`config.mk`:
```
export PLATFORM = sky130hd
export DESIGN_NAME = frog_hop_ctrl_flat
export DESIGN_NICKNAME = d
export VERILOG_FILES = /design/src/rtl/frog_pkg.sv /design/src/rtl/frog_hop_ctrl_if.sv /design/src/rtl/frog_key_edge.sv /design/src/rtl/frog_hop_ctrl.sv /design/src/flat_wrapper.sv
export SDC_FILE = /design/constraint.sdc
export NUM_CORES = 1
export LEC_CHECK = 0
export ABC_AREA = 1
export BUFFER_PORTS_ARGS = -buffer_cell sky130_fd_sc_hd__buf_4
export CAP_MARGIN = 20
export CORE_ASPECT_RATIO = 1.5
export CORE_MARGIN = 3
export CORE_UTILIZATION = 35
export CTS_CLUSTER_SIZE = 30
export DETAILED_ROUTE_END_ITERATION = 8
export GPL_ROUTABILITY_DRIVEN = 0
export PLACE_DENSITY_LB_ADDON = 0.1
export SETUP_SLACK_MARGIN = 0.05
export SLEW_MARGIN = 30
export SYNTH_ARGS = -nofsm -noshare
export SYNTH_HDL_FRONTEND = slang
export SYNTH_SLANG_ARGS = --single-unit
export TNS_END_PERCENT = 20
```
`constraint.sdc`:
```
create_clock -name CLK -period 1.69 [get_ports CLK]
set_input_delay 0.507 -clock CLK [delete_from_list [all_inputs] [get_ports CLK]]
set_output_delay 0.507 -clock CLK [all_outputs]
set_load 0.02 [all_outputs]
```
`src/rtl/frog_pkg.sv`:
```
// Shared types and default parameters for the frog hop controller slice.
package frog_pkg;

    localparam int unsigned DEF_HOP_STEPS      = 10;
    localparam int unsigned DEF_COOLDOWN_TICKS = 4;
    localparam int unsigned DEF_RESPAWN_TICKS  = 60;
    localparam int unsigned DEF_START_LIVES    = 3;

    localparam int unsigned LIVES_W  = 2;
    localparam int unsigned HOME_W   = 3;
    localparam int unsigned HOME_MAX = 7;

    typedef enum logic [2:0] {
        IDLE,
        HOP,
        COOLDOWN,
        DYING,
        GAME_OVER
    } hop_state_t;

    typedef enum logic [2:0] {
        DIR_NONE,
        DIR_UP,
        DIR_DOWN,
        DIR_LEFT,
        DIR_RIGHT
    } dir_t;

    typedef struct packed {
        logic up;
        logic down;
        logic left;
        logic right;
    } keys_t;

endpackage

```
`src/rtl/frog_hop_ctrl_if.sv`:
```
// Signal bundle between the frog hop controller and its neighbours (keypad, timer, collision, mover).
interface frog_hop_ctrl_if;
    import frog_pkg::*;

    logic               frame_tick;
    logic               key_up;
    logic               key_down;
    logic               key_left;
    logic               key_right;
    logic               collision;
    logic               reached_home;
    logic               restart;

    logic               up;
    logic               down;
    logic               left;
    logic               right;
    logic               move_tick;
    logic               reset_position;
    logic [LIVES_W-1:0] lives;
    logic [HOME_W-1:0]  home_count;
    logic               hop_active;
    logic               game_over;

    modport master (
        output frame_tick, key_up, key_down, key_left, key_right,
               collision, reached_home, restart,
        input  up, down, left, right, move_tick, reset_position,
               lives, home_count, hop_active, game_over
    );

    modport slave (
        input  frame_tick, key_up, key_down, key_left, key_right,
               collision, reached_home, restart,
        output up, down, left, right, move_tick, reset_position,
               lives, home_count, hop_active, game_over
    );

endinterface

```
`src/rtl/frog_key_edge.sv`:
```
// Rising-edge detect on the four raw key levels, priority-encoded up > down > left > right.
module frog_key_edge
    import frog_pkg::*;
(
    input  logic  CLK,
    input  logic  RESETn,
    input  keys_t keys,
    output dir_t  edge_dir_c
);

    keys_t prev_q;
    keys_t rise;

    always_ff @(posedge CLK or negedge RESETn) begin
        if (!RESETn) prev_q <= '0;
        else         prev_q <= keys;
    end

    assign rise = keys & ~prev_q;

    always_comb begin
        edge_dir_c = DIR_NONE;
        if      (rise.up)    edge_dir_c = DIR_UP;
        else if (rise.down)  edge_dir_c = DIR_DOWN;
        else if (rise.left)  edge_dir_c = DIR_LEFT;
        else if (rise.right) edge_dir_c = DIR_RIGHT;
    end

endmodule

```
`src/rtl/frog_hop_ctrl.sv`:
```
// Frog hop sequencer: key edges to fixed-length hops, cooldown, death/respawn and home flow.
// Optional FROG_HOP_QUEUE_EN keeps a one-deep queue for a key edge seen during HOP/COOLDOWN.
module frog_hop_ctrl
    import frog_pkg::*;
#(
    parameter int unsigned HOP_STEPS      = DEF_HOP_STEPS,
    parameter int unsigned COOLDOWN_TICKS = DEF_COOLDOWN_TICKS,
    parameter int unsigned RESPAWN_TICKS  = DEF_RESPAWN_TICKS,
    parameter int unsigned START_LIVES    = DEF_START_LIVES
)(
    input  logic            CLK,
    input  logic            RESETn,
    frog_hop_ctrl_if.slave  bus
);

    localparam int unsigned STEP_W   = $clog2(HOP_STEPS + 1);
    localparam int unsigned TICK_MAX = (RESPAWN_TICKS > COOLDOWN_TICKS) ? RESPAWN_TICKS : COOLDOWN_TICKS;
    localparam int unsigned TICK_W   = $clog2(TICK_MAX + 1);

    hop_state_t         state_q, state_d;
    dir_t               dir_q, dir_d;
    dir_t               pend_q, pend_d;
    dir_t               edge_dir_c;
    logic [STEP_W-1:0]  step_q, step_d;
    logic [TICK_W-1:0]  tick_q, tick_d;
    logic [LIVES_W-1:0] lives_q, lives_d;
    logic [HOME_W-1:0]  home_q, home_d;
    logic               rst_pos_q, rst_pos_d;
    logic               hop_active_q, game_over_q;
    logic               live_c;
    keys_t              keys;
`ifdef FROG_HOP_QUEUE_EN
    dir_t               queue_q, queue_d;
`endif

    assign keys = {bus.key_up, bus.key_down, bus.key_left, bus.key_right};

    frog_key_edge u_key_edge (
        .CLK        (CLK),
        .RESETn     (RESETn),
        .keys       (keys),
        .edge_dir_c (edge_dir_c)
    );

    assign live_c = (state_q == IDLE) || (state_q == HOP) || (state_q == COOLDOWN);

    always_ff @(posedge CLK or negedge RESETn) begin
        if (!RESETn) begin
            state_q      <= IDLE;
            dir_q        <= DIR_NONE;
            pend_q       <= DIR_NONE;
            step_q       <= '0;
            tick_q       <= '0;
            lives_q      <= LIVES_W'(START_LIVES);
            home_q       <= '0;
            rst_pos_q    <= 1'b0;
            hop_active_q <= 1'b0;
            game_over_q  <= 1'b0;
`ifdef FROG_HOP_QUEUE_EN
            queue_q      <= DIR_NONE;
`endif
        end else begin
            state_q      <= state_d;
            dir_q        <= dir_d;
            pend_q       <= pend_d;
            step_q       <= step_d;
            tick_q       <= tick_d;
            lives_q      <= lives_d;
            home_q       <= home_d;
            rst_pos_q    <= rst_pos_d;
            hop_active_q <= (state_d == HOP);
            game_over_q  <= (state_d == GAME_OVER);
`ifdef FROG_HOP_QUEUE_EN
            queue_q      <= queue_d;
`endif
        end
    end

    always_comb begin
        state_d   = state_q;
        dir_d     = dir_q;
        pend_d    = pend_q;
        step_d    = step_q;
        tick_d    = tick_q;
        lives_d   = lives_q;
        home_d    = home_q;
        rst_pos_d = 1'b0;
`ifdef FROG_HOP_QUEUE_EN
        queue_d   = queue_q;
        if ((state_q == HOP || state_q == COOLDOWN) && queue_q == DIR_NONE && edge_dir_c != DIR_NONE)
            queue_d = edge_dir_c;
`endif

        case (state_q)
            IDLE: begin
                if (edge_dir_c != DIR_NONE) pend_d = edge_dir_c;
                // An edge arriving on the launch tick is dropped with the pending slot
                if (bus.frame_tick && pend_q != DIR_NONE) begin
                    state_d = HOP;
                    dir_d   = pend_q;
                    step_d  = STEP_W'(HOP_STEPS);
                    pend_d  = DIR_NONE;
                end
            end
            HOP: begin
                if (bus.frame_tick) begin
                    if (step_q <= STEP_W'(1)) begin
                        state_d = COOLDOWN;
                        dir_d   = DIR_NONE;
                        step_d  = '0;
                        tick_d  = TICK_W'(COOLDOWN_TICKS);
                    end else begin
                        step_d  = step_q - STEP_W'(1);
                    end
                end
            end
            COOLDOWN: begin
                if (bus.frame_tick) begin
                    if (tick_q <= TICK_W'(1)) begin
                        state_d = IDLE;
                        tick_d  = '0;
`ifdef FROG_HOP_QUEUE_EN
                        pend_d  = queue_d;
                        queue_d = DIR_NONE;
`endif
                    end else begin
                        tick_d  = tick_q - TICK_W'(1);
                    end
                end
            end
            DYING: begin
                if (bus.frame_tick) begin
                    if (tick_q <= TICK_W'(1)) begin
                        tick_d = '0;
                        if (lives_q == '0) begin
                            state_d = GAME_OVER;
                        end else begin
                            state_d   = IDLE;
                            rst_pos_d = 1'b1;
                        end
                    end else begin
                        tick_d = tick_q - TICK_W'(1);
                    end
                end
            end
            GAME_OVER: begin
                if (bus.restart) begin
                    state_d   = IDLE;
                    lives_d   = LIVES_W'(START_LIVES);
                    home_d    = '0;
                    rst_pos_d = 1'b1;
                end
            end
            default: state_d = IDLE;
        endcase

        // Collision outranks reached_home; both abort any hop and clear stored edges
        if (live_c && bus.collision) begin
            state_d = DYING;
            dir_d   = DIR_NONE;
            pend_d  = DIR_NONE;
            tick_d  = TICK_W'(RESPAWN_TICKS);
            lives_d = (lives_q != '0) ? lives_q - LIVES_W'(1) : '0;
`ifdef FROG_HOP_QUEUE_EN
            queue_d = DIR_NONE;
`endif
        end else if (live_c && bus.reached_home) begin
            state_d   = IDLE;
            dir_d     = DIR_NONE;
            pend_d    = DIR_NONE;
            step_d    = '0;
            rst_pos_d = 1'b1;
            home_d    = (home_q != HOME_W'(HOME_MAX)) ? home_q + HOME_W'(1) : home_q;
`ifdef FROG_HOP_QUEUE_EN
            queue_d   = DIR_NONE;
`endif
        end
    end

    assign bus.up             = (dir_q == DIR_UP);
    assign bus.down           = (dir_q == DIR_DOWN);
    assign bus.left           = (dir_q == DIR_LEFT);
    assign bus.right          = (dir_q == DIR_RIGHT);
    assign bus.move_tick      = bus.frame_tick & live_c;
    assign bus.reset_position = rst_pos_q;
    assign bus.lives          = lives_q;
    assign bus.home_count     = home_q;
    assign bus.hop_active     = hop_active_q;
    assign bus.game_over      = game_over_q;

endmodule

```
`src/flat_wrapper.sv`:
```
// flat-port wrapper written by rule: the top's interface ports become plain ports
module frog_hop_ctrl_flat import frog_pkg::*;
#(
    parameter int unsigned HOP_STEPS      = DEF_HOP_STEPS,
    parameter int unsigned COOLDOWN_TICKS = DEF_COOLDOWN_TICKS,
    parameter int unsigned RESPAWN_TICKS  = DEF_RESPAWN_TICKS,
    parameter int unsigned START_LIVES    = DEF_START_LIVES
)
  (CLK, RESETn, bus_frame_tick, bus_key_up, bus_key_down, bus_key_left, bus_key_right, bus_collision, bus_reached_home, bus_restart, bus_up, bus_down, bus_left, bus_right, bus_move_tick, bus_reset_position, bus_lives, bus_home_count, bus_hop_active, bus_game_over);
  frog_hop_ctrl_if bus_i ();
  input  logic CLK;
  input  logic RESETn;
  input wire logic [$bits(bus_i.frame_tick)-1:0] bus_frame_tick;
  input wire logic [$bits(bus_i.key_up)-1:0] bus_key_up;
  input wire logic [$bits(bus_i.key_down)-1:0] bus_key_down;
  input wire logic [$bits(bus_i.key_left)-1:0] bus_key_left;
  input wire logic [$bits(bus_i.key_right)-1:0] bus_key_right;
  input wire logic [$bits(bus_i.collision)-1:0] bus_collision;
  input wire logic [$bits(bus_i.reached_home)-1:0] bus_reached_home;
  input wire logic [$bits(bus_i.restart)-1:0] bus_restart;
  output wire logic [$bits(bus_i.up)-1:0] bus_up;
  output wire logic [$bits(bus_i.down)-1:0] bus_down;
  output wire logic [$bits(bus_i.left)-1:0] bus_left;
  output wire logic [$bits(bus_i.right)-1:0] bus_right;
  output wire logic [$bits(bus_i.move_tick)-1:0] bus_move_tick;
  output wire logic [$bits(bus_i.reset_position)-1:0] bus_reset_position;
  output wire logic [$bits(bus_i.lives)-1:0] bus_lives;
  output wire logic [$bits(bus_i.home_count)-1:0] bus_home_count;
  output wire logic [$bits(bus_i.hop_active)-1:0] bus_hop_active;
  output wire logic [$bits(bus_i.game_over)-1:0] bus_game_over;
  assign bus_i.frame_tick = bus_frame_tick;
  assign bus_i.key_up = bus_key_up;
  assign bus_i.key_down = bus_key_down;
  assign bus_i.key_left = bus_key_left;
  assign bus_i.key_right = bus_key_right;
  assign bus_i.collision = bus_collision;
  assign bus_i.reached_home = bus_reached_home;
  assign bus_i.restart = bus_restart;
  assign bus_up = bus_i.up;
  assign bus_down = bus_i.down;
  assign bus_left = bus_i.left;
  assign bus_right = bus_i.right;
  assign bus_move_tick = bus_i.move_tick;
  assign bus_reset_position = bus_i.reset_position;
  assign bus_lives = bus_i.lives;
  assign bus_home_count = bus_i.home_count;
  assign bus_hop_active = bus_i.hop_active;
  assign bus_game_over = bus_i.game_over;
  frog_hop_ctrl #(.HOP_STEPS(HOP_STEPS), .COOLDOWN_TICKS(COOLDOWN_TICKS), .RESPAWN_TICKS(RESPAWN_TICKS), .START_LIVES(START_LIVES)) u_core (.CLK(CLK), .RESETn(RESETn), .bus(bus_i));
endmodule
```
==> impl_metrics.json <==
{
  "floorplan.die.width_um": 65.3,
  "yosys.cell_types.count": 24,
  "numCtsBuffers": 5,
  "critical-path-max-stage-delay_ns": 0.41,
  "first_pass_grt_wire_length_um": 6870,
  "multi_input_gate_area_in_the_final_layout_um2": 941,
  "crit_path_start_kind": "register",
  "number_of_global_route_vias_before_repair": 1521,
  "num_vias": 1609,
  "synthCells": 244,
  "synth_seq_cells": 31,
  "timing.slew.headroom": 0.728,
  "min_period_ns": 1.60,
  "drt_pre_antenna_iters": 4,
  "final_worst_path_period_share": 0.947,
  "critPathMaxFanout": 4,
  "place.detailed.hpwl_um": 2990,
  "powerDensity_nw_per_um2": 1600,
  "tritoncts_clock_tree": "built",
  "worst_clock_skew_ns": 0.00627,
  "report.final.hold_viol_count": 0,
  "maxCapViolCount": 0,
  "fin_setup_tns_ns": 0,
  "post_drt_wl_per_cell_um": 11.5,
  "row_count": 31,
  "hold_path_class": "primary input to async pin",
  "postRouteWirelength_um": 3980,
  "setup-violations-final": 0,
  "clkTransAtPathRegs_ns": 0.07,
  "root_buffer": "clkbuf_8",
  "worst_slack_ns": 0.0889,
  "post_drt_via_cell_ratio": 4.64,
  "kind_of_capture_point_of_the_worst_setup_path": "primary output",
  "core_region_area_um2": 4960,
  "report.power.total_mw": 3.65,
  "clock_path_buffers": 2,
  "numPortBuffers": 22,
  "proportion_of_synthesized_chip_area_in_sequential_cells": 0.422,
  "power.static_leakage_nw": 1.20,
  "syn_area_per_cell_um2": 7.56,
  "max-vdd-ir-drop_mv": 0.645,
  "netlist_area_um2": 1850,
  "globalRoute.totalOverflow": 0,
  "dr.first_iter.drc_count": 59,
  "fin_hold_ws_ns": 0.143,
  "fp.dieArea_um2": 6200,
  "ctsHtreeMaxLevel": 2,
  "hold_buffers": 0,
  "cts.sink_count": 31,
  "outcome": "finished clean",
  "synth_top_flop_cell": "dfrtp_1",
  "grt_max_degree": 32,
  "synth-edff-count": 0,
  "postSynth.asyncResetShare": 1.00,
  "synth_top_cell_by_area": "dfrtp_1",
  "final-max-slew-violation-count": 0,
  "groute.usage.overall": 0.143,
  "final_cell_mix": "54 x nand2_1, 34 x inv_1, 33 x nor2_1",
  "worst_path_required_ns": 1.18,
  "cp_cell_sequence": "inv_2 -> nand2_4 -> nor2_2 -> buf_4",
  "detailedPlace.worstSlack_ns": 0.157,
  "post_synth_main_area_contributors": "dfrtp_1 39%, nand2_1 11%, inv_1 7.3%, nor2_1 6.9%, nand3_1 6.2%",
  "max_freq_ghz": 0.625,
  "diodes": 0,
  "io_pins": 23,
  "layout.nets": 296,
  "vertical_die_dimension_um": 94.9,
  "clock_latency_ns": 0.29,
  "synth.yosys.warnings": 0,
  "layout-area-overhead-vs-synth_pct": 23.3,
  "nFillCells": 545,
  "rsz0062_at_grt": "true",
  "worst_pin_slew_ns": 0.408,
  "sequential_cell_area_um2": 779,
  "detail-route-antenna-nets": 0,
  "post-synth-top-area-fraction": 0.393,
  "initial_utilization": 0.372,
  "layout-drive-gt1-share": 0.235,
  "timing.critical_path.arrival_ns": 1.09,
  "syn_nets": 260,
  "timing.critical_path.slowest_stage_cell": "dfrtp_2",
  "mostFrequentLayoutCell": "nand2_1",
  "route.detailed.drc": 0,
  "number_of_antenna_violations_at_the_first_check_in_global_routing": 0,
  "worstSetupPathType": "register to primary output",
  "final_standard_cell_utilization_of_the_core": 0.458
}
## what timing repair did
action,in CTS,in global routing
gates resized for setup,2,8
endpoints found under the setup margin,1,16
setup buffers,3,3
pin swaps,0,1
## Yosys cell counts, types with 2 or more instances
library cell / number
nand2_1: 56
ha_1: 6
o21ai_0: 11
a21oi_1: 8
nor2_4: 2
o32ai_1: 2
nand2_2: 3
nor2_1: 34
dfstp_2: 2
inv_2: 3
nand2_4: 4
nor2_2: 3
xnor2_1: 3
inv_1: 36
nand4_1: 7
nand3_1: 23
nor3_1: 5
nand3_4: 2
dfrtp_1: 29
## cell families after synthesis
logic type                 Yosys count  share of synthesized area
AOI/OAI and AO/OA                   23                     0.0678
xor gates and xnor gates             3                     0.0142
DFF                                 31                      0.422
adders and majority gates            6                     0.0407
buffers and inverters               40                     0.0820
and+or+nand+nor                    141                      0.374
## metal layers
layer  global-route usage  wire (um)  up-vias
li1                     -          -      853
met1                0.163       1750      727
met2                0.254       2030       23
met3               0.0298        138        6
met4               0.0588         73        0
met5                    0          0        -
## worst max-delay path: cells and delay by family (launching register included)
family                 cells  cell delay, ns
DFF                        1            0.41
and+or+nand+nor            2            0.17
buffers and inverters      2            0.23
## where the power goes
part           internal [mW]  switching (mW)
sequential             0.975           0.186
clock                  0.286           0.304
combinational          0.733            1.17
total                   1.99            1.66
## area by class of cell
type | instances | area share
flip-flops and latches | 31 | 0.342
multi-input cells | 173 | 0.413
inverters | 39 | 0.0643
clock inverters | 3 | 0.00880
clock buffers | 5 | 0.0302
well taps | 66 | 0.0363
repair buffers | 30 | 0.104
## stage by stage
stage,instance area [um2],cells
finish,2280,347
global route,2280,347
CTS,2220,344
detailed placement,2100,333
global placement,2100,333
floorplan,1850,244
## state kept, by name, indices dropped and copies added (netlist names)
signal                     flops
u_core.bus.hop_active          1
u_core.pend_q                  3
u_core.bus.reset_position      1
u_core.state_q                 3
u_core.step_q                  4
u_core.tick_q                  6
u_core.bus.game_over           1
u_core.u_key_edge.prev_q       4
u_core.bus.lives               2
u_core.bus.home_count          3
u_core.dir_q                   3
## final timing paths
kind,start,end,slack [ns],cells after the start
max,u_core.state_q[2]$_DFF_PN0_,bus_move_tick,0.09,4
min,RESETn,u_core.tick_q[0]$_DFFE_PN0P_,0.14,1
max reg2reg,u_core.tick_q[0]$_DFFE_PN0P_,u_core.state_q[0]$_DFF_PN0_,0.18,9
min reg2reg,u_core.pend_q[0]$_DFFE_PN0P_,u_core.pend_q[0]$_DFFE_PN0P_,0.47,2
max in group asynchronous,RESETn,u_core.bus.lives[1]$_DFFE_PN1P_,1.21,1
min in group CLK,bus_key_down,u_core.u_key_edge.prev_q[2]$_DFF_PN0_,0.33,1
No activity file was read; power rests on OpenSTA's default activity.
